### config.mk
export PLATFORM = sky130hd
export DESIGN_NAME = operand_sequencer_flat
export DESIGN_NICKNAME = d
export VERILOG_FILES = /design/src/rtl/operand_seq_pkg.sv /design/src/rtl/operand_sequencer_if.sv /design/src/rtl/operand_sequencer_next_index_finder.sv /design/src/rtl/operand_sequencer.sv /design/src/flat_wrapper.sv
export SDC_FILE = /design/constraint.sdc
export NUM_CORES = 1
export LEC_CHECK = 0
export CORE_AREA = 2 2 61 63
export CTS_CLUSTER_SIZE = 25
export DETAILED_ROUTE_END_ITERATION = 7
export DIE_AREA = 0 0 63 65
export GPL_TIMING_DRIVEN = 1
export PLACE_DENSITY = 0.8
export SLEW_MARGIN = 30
export SYNTH_ARGS = -nofsm -noshare
export SYNTH_HDL_FRONTEND = slang
export SYNTH_SLANG_ARGS = --single-unit
### constraint.sdc
create_clock -name clk -period 7.08 [get_ports clk]
set_input_delay 1.062 -clock clk [delete_from_list [all_inputs] [get_ports clk]]
set_output_delay 1.062 -clock clk [all_outputs]
set_load 0.01 [all_outputs]
### src/rtl/operand_seq_pkg.sv
// Shared types for the operand sequencer: FSM state encoding and index-width helper.
package operand_seq_pkg;

  typedef enum logic [1:0] {
    IDLE = 2'd0,
    RUN  = 2'd1,
    DONE = 2'd2
  } seq_state_t;

  // Index width for an N-element vector; never narrower than one bit.
  function automatic int idx_width(input int n);
    return (n > 1) ? $clog2(n) : 1;
  endfunction

endpackage

### src/rtl/operand_sequencer_if.sv
// Output pair stream of the operand sequencer (valid/ready handshake towards the MAC).
import operand_seq_pkg::*;

interface operand_sequencer_if #(
  parameter int N = 2,
  parameter int W = 8
);
  localparam int IDX_W = idx_width(N);

  logic             out_valid;
  logic             out_ready;
  logic [W-1:0]     out1;
  logic [W-1:0]     out2;
  logic [IDX_W-1:0] out_idx;
  logic             out_last;

  modport master (
    output out_valid, out1, out2, out_idx, out_last,
    input  out_ready
  );

  modport slave (
    input  out_valid, out1, out2, out_idx, out_last,
    output out_ready
  );
endinterface

### src/rtl/operand_sequencer_next_index_finder.sv
// Finds the lowest set mask bit at or above 'from' (pass current index + 1 to get the
// next one). Used only when OPERAND_SEQ_ZERO_SKIP_EN is defined.
module next_index_finder #(
  parameter int N     = 2,
  parameter int IDX_W = 1
) (
  input  logic [N-1:0]     mask,
  input  logic [IDX_W:0]   from,
  output logic [IDX_W-1:0] idx,
  output logic             found,
  output logic             is_last
);
  logic [N-1:0] cand;

  generate
    for (genvar gi = 0; gi < N; gi++) begin : g_cand
      assign cand[gi] = mask[gi] && ((IDX_W+1)'(gi) >= from);
    end
  endgenerate

  always_comb begin
    found = 1'b0;
    idx   = '0;
    for (int i = N - 1; i >= 0; i--) begin
      if (cand[i]) begin
        found = 1'b1;
        idx   = IDX_W'(i);
      end
    end
  end

  // The found bit is the final one when no other candidate remains.
  assign is_last = ~|(cand & (cand - N'(1)));

endmodule

### src/rtl/operand_sequencer.sv
// Captures input/weight vectors on start and streams (input, weight) pairs one per beat.
// Define OPERAND_SEQ_ZERO_SKIP_EN to skip pairs where either element is zero.
import operand_seq_pkg::*;

module operand_sequencer #(
  parameter int N = 2,
  parameter int W = 8
) (
  input  logic                 clk,
  input  logic                 rst,
  input  logic                 start,
  input  logic [N*W-1:0]       InputVec,
  input  logic [N*W-1:0]       WeightVec,
  operand_sequencer_if.master  bus,
  output logic                 busy,
  output logic                 done
);
  localparam int IDX_W = idx_width(N);

  logic [W-1:0]     in_elem [N];
  logic [W-1:0]     wt_elem [N];
  logic [W-1:0]     in_reg  [N];
  logic [W-1:0]     wt_reg  [N];

  seq_state_t       state_reg;
  logic             valid_reg, last_reg, busy_reg, done_reg;
  logic [IDX_W-1:0] idx_reg;
  logic [W-1:0]     out1_reg, out2_reg;

  logic [IDX_W-1:0] first_idx, next_idx;
  logic             first_found, first_last, next_found, next_last;

  // Element 0 sits in the most significant slice.
  generate
    for (genvar gi = 0; gi < N; gi++) begin : g_unpack
      assign in_elem[gi] = InputVec[(N-gi)*W-1 -: W];
      assign wt_elem[gi] = WeightVec[(N-gi)*W-1 -: W];
    end
  endgenerate

`ifdef OPERAND_SEQ_ZERO_SKIP_EN
  logic [N-1:0] mask_in, mask_reg;

  generate
    for (genvar gi = 0; gi < N; gi++) begin : g_mask
      assign mask_in[gi] = (|in_elem[gi]) && (|wt_elem[gi]);
    end
  endgenerate

  always_ff @(posedge clk) begin
    if (rst) begin
      mask_reg <= '0;
    end else if (state_reg == IDLE && start) begin
      mask_reg <= mask_in;
    end
  end

  next_index_finder #(.N(N), .IDX_W(IDX_W)) u_first (
    .mask(mask_in), .from('0),
    .idx(first_idx), .found(first_found), .is_last(first_last)
  );

  next_index_finder #(.N(N), .IDX_W(IDX_W)) u_next (
    .mask(mask_reg), .from({1'b0, idx_reg} + (IDX_W+1)'(1)),
    .idx(next_idx), .found(next_found), .is_last(next_last)
  );
`else
  assign first_idx   = '0;
  assign first_found = 1'b1;
  assign first_last  = (N == 1);
  assign next_idx    = idx_reg + IDX_W'(1);
  assign next_found  = 1'b1;
  assign next_last   = (next_idx == IDX_W'(N - 1));
`endif

  always_ff @(posedge clk) begin
    if (rst) begin
      state_reg <= IDLE;
      valid_reg <= 1'b0;
      last_reg  <= 1'b0;
      busy_reg  <= 1'b0;
      done_reg  <= 1'b0;
      idx_reg   <= '0;
      out1_reg  <= '0;
      out2_reg  <= '0;
    end else begin
      done_reg <= 1'b0;
      case (state_reg)
        IDLE: begin
          if (start) begin
            in_reg <= in_elem;
            wt_reg <= wt_elem;
            if (first_found) begin
              state_reg <= RUN;
              valid_reg <= 1'b1;
              busy_reg  <= 1'b1;
              idx_reg   <= first_idx;
              out1_reg  <= in_elem[first_idx];
              out2_reg  <= wt_elem[first_idx];
              last_reg  <= first_last;
            end else begin
              // Nothing to present: report completion immediately.
              state_reg <= DONE;
              done_reg  <= 1'b1;
            end
          end
        end
        RUN: begin
          if (bus.out_ready) begin
            if (last_reg || !next_found) begin
              state_reg <= DONE;
              valid_reg <= 1'b0;
              busy_reg  <= 1'b0;
              last_reg  <= 1'b0;
              done_reg  <= 1'b1;
              idx_reg   <= '0;
              out1_reg  <= '0;
              out2_reg  <= '0;
            end else begin
              idx_reg  <= next_idx;
              out1_reg <= in_reg[next_idx];
              out2_reg <= wt_reg[next_idx];
              last_reg <= next_last;
            end
          end
        end
        DONE: state_reg <= IDLE;
        default: state_reg <= IDLE;
      endcase
    end
  end

  assign bus.out_valid = valid_reg;
  assign bus.out1      = out1_reg;
  assign bus.out2      = out2_reg;
  assign bus.out_idx   = idx_reg;
  assign bus.out_last  = last_reg;
  assign busy          = busy_reg;
  assign done          = done_reg;

endmodule

### src/flat_wrapper.sv
// flat-port wrapper written by rule: the top's interface ports become plain ports
module operand_sequencer_flat 
#(
  parameter int N = 2,
  parameter int W = 8
)
  (clk, rst, start, InputVec, WeightVec, busy, done, bus_out_valid, bus_out1, bus_out2, bus_out_idx, bus_out_last, bus_out_ready);
  operand_sequencer_if #(.N(N), .W(W)) bus_i ();
  input  logic clk;
  input  logic rst;
  input  logic start;
  input  logic [N*W-1:0] InputVec;
  input  logic [N*W-1:0] WeightVec;
  output logic busy;
  output logic done;
  output wire logic [$bits(bus_i.out_valid)-1:0] bus_out_valid;
  output wire logic [$bits(bus_i.out1)-1:0] bus_out1;
  output wire logic [$bits(bus_i.out2)-1:0] bus_out2;
  output wire logic [$bits(bus_i.out_idx)-1:0] bus_out_idx;
  output wire logic [$bits(bus_i.out_last)-1:0] bus_out_last;
  input wire logic [$bits(bus_i.out_ready)-1:0] bus_out_ready;
  assign bus_out_valid = bus_i.out_valid;
  assign bus_out1 = bus_i.out1;
  assign bus_out2 = bus_i.out2;
  assign bus_out_idx = bus_i.out_idx;
  assign bus_out_last = bus_i.out_last;
  assign bus_i.out_ready = bus_out_ready;
  operand_sequencer #(.N(N), .W(W)) u_core (.clk(clk), .rst(rst), .start(start), .InputVec(InputVec), .WeightVec(WeightVec), .bus(bus_i), .busy(busy), .done(done));
endmodule
==> qor.yml <==
critical_path:
  cp_cell_sequence: "clkdlybuf4s50_1"
  worstPathRequired_ns: 6.02
  crit_path_end_kind: "output port"
  critical_path_buf_inv_count: 1
  ff2ff_setup_slack_ns: 5.21
  reg2reg_depth: 3
  startpoint_type: "flop"
  rr_endpoint: "u_core.bus.out2[3]$_SDFFE_PP0P_"
  endpoint: "bus_out_last"
  cp.arrival_ns: 1.78
  critical_path_class: "reg -> out"
  slowest_delay_ns: 0.78
  worstSetupPathDepth: 1
  cpMaxStageDelayCell: "dfxtp_1"
  cp_max_fo: 22
  crit_start: "u_core.bus.out_last$_SDFFE_PP0P_"
  crit_family: "flip-flops"
  reg2reg_from: "u_core.state_reg[0]$_SDFFE_PP0P_"
pwr:
  clock_power_share: 0.308
  power_frac_comb: 0.160
  cellPowerDensity_mw_per_mm2: 216
  intPower_uw: 355
  p_leak_uw: 0.000720
  power_frac_seq: 0.533
  switching_share: 0.230
  ir_drop_mv: 0.136
  power.total_uw: 461
  switchingPower_uw: 106
timing:
  hold_violations: 0
  relSlewSlack: 0.490
  setup_viol: 0
  rsz0062_at_grt: "no"
  finalSetupTns_ns: 0
  finalCritPeriodShare: 0.402
  slew_violations: 0
  min_period_ns: 2.84
  worstMarginPinSlew_ns: 0.764
  fin_skew_ns: 0.00640
  max_freq_mhz: 352
clock_tree:
  postCtsSetupBuffers: 0
  clkLatencyLatePin_ns: 0.35
  clock-sinks: 37
  h-tree-depth: 2
  cts_buffers: 5
  hold_buffers: 0
  ctsResizeCount: 0
  cts-root-buf: "clkbuf_4"
  path_clk_slew_ns: 0.10
  cts_tree: "built"
  clock_path_buffers: 2
job:
  drv_cap: 0
synth:
  ys_warn_count: 0
  synth.avg_cell_area_sq_um: 12.8
  synthesis.instances: 117
  synthSimpleGateAreaFrac: 0.164
  synth_top_family_by_area: "compound AO/OA/AOI/OAI gates"
  seq_area_frac_synth: 0.601
  muxShareOfSynthArea: 0.0100
  synth-seq-cells: 37
  synthXorXnorAreaFrac: 0
  syn-num-nets: 153
  synth_edf_count: 16
  syn_area_sq_mm: 0.00150
  synthAdderAreaFrac: 0
  synthArstFlopShare: 0
  synth_ff_type: "dfxtp_1"
  synth_compound_area_frac: 0.174
  synthDistinctLibCells: 24
drt:
  vias: 1156
  avgRoutedWirePerCell_um: 15.9
  ant_nets: 0
  drc: 0
  drt_iter0_markers: 49
  viasPerCell: 5.30
  drt-total-wl_mm: 3.46
  dr.pass1.iters: 4
die:
  initial_core_util: 0.429
  num_rows: 22
  die_h_um: 65
  io_pins: 57
  dieArea_sq_mm: 0.00410
  coreArea_sq_mm: 0.00350
  die_w_um: 63
finish:
  regArea_sq_um: 901
  final_common_cell: "clkdlybuf4s50_1"
  multiInputGateArea_sq_um: 528
  area_delta_synth_final_pct: 42.5
  layout_common_cells: "clkdlybuf4s50_1 (56), dfxtp_1 (21), a21oi_1 (17)"
  n_fill_cell: 304
  drive_gt1_frac: 0.0941
  diodes: 0
  nets: 205
global_route:
  grt_pass1_vias: 1245
  grt_pass1_wl_mm: 5.63
  overflow: 0
  grtUsageTotal: 0.179
  antenna_found_initial: 0
  grt_max_degree: 26
min_path:
  hp-class: "reg -> reg"
place:
  hpwlAfterDp_mm: 2.38
  gp_congestion: 0.777
  portBuffers: 56
status:
  status: "completed"
[power by group through the flow]
stage / Clock (uW) / Combinational [uW] / Sequential (uW)
floorplan: 0 / 31.1 / 250
global placement: 0 / 71.9 / 249
finish: 142 / 73.7 / 245
global route: 153 / 78.8 / 247
detailed placement: 0 / 73.8 / 250
CTS: 144 / 74.2 / 246
[cells in the mapped netlist, types with 2 or more instances]
cell type	count	area share
nor2_1	2	0.0050
dfxtp_1	21	0.28
buf_2	2	0.0067
o21ai_0	2	0.0067
nand2b_1	2	0.0083
edfxtp_1	16	0.32
clkbuf_1	4	0.010
buf_4	2	0.010
and4bb_2	6	0.050
o2bb2ai_1	16	0.093
nor3_1	2	0.0067
a21oi_1	17	0.057
nand2_1	3	0.0075
clkbuf_2	2	0.0067
buf_6	2	0.015
nor4bb_1	10	0.067
[metal layers]
metal  share of wire  GRT usage
met2            0.50      0.314
met5               0          0
met4           0.016     0.0833
met3           0.068     0.0556
met1            0.41      0.199
[logic make-up (layout without fill, tap and decap cells)]
group / after synthesis / in the layout
AO/OA/AOI/OAI: 37 / 37
buffers and inverters: 13 / 66
flip-flops: 37 / 37
AND/OR/NAND/NOR: 29 / 29
multiplexers: 1 / 1
[worst min path at each step]
stage,depth (start not counted),from,endpoint,slack (ns)
floorplan,1,u_core.bus.out1[0]$_SDFFE_PP0P_,u_core.bus.out1[0]$_SDFFE_PP0P_,0.49
global placement,1,u_core.bus.out2[4]$_SDFFE_PP0P_,u_core.bus.out2[4]$_SDFFE_PP0P_,0.45
detailed placement,1,u_core.bus.out2[7]$_SDFFE_PP0P_,u_core.bus.out2[7]$_SDFFE_PP0P_,0.45
CTS,1,u_core.bus.out2[0]$_SDFFE_PP0P_,u_core.bus.out2[0]$_SDFFE_PP0P_,0.48
global route,1,u_core.bus.out2[7]$_SDFFE_PP0P_,u_core.bus.out2[7]$_SDFFE_PP0P_,0.49
finish,1,u_core.bus.out2[0]$_SDFFE_PP0P_,u_core.bus.out2[0]$_SDFFE_PP0P_,0.48
[through the flow]
step	hold WS [ns]	std cells	utilization	worst slack (ns)	area (sq um)
floorplan	0.489	117	-	3.76	1500
global placement	0.447	210	0.589	4.58	2060
detailed placement	0.450	210	0.589	4.49	2060
CTS	0.481	218	0.611	4.22	2140
global route	0.492	218	0.611	4.15	2140
finish	0.477	218	0.611	4.24	2140
[final cells by class]
cell class,instances,area share
Sequential cell,37,0.422
Multi-Input combinational cell,67,0.247
Clock inverter,2,0.0158
Timing Repair Buffer,57,0.266
Tap cell,48,0.0281
Inverter,1,0.00176
Clock buffer,6,0.0193
(Power assumes the default switching activity.)
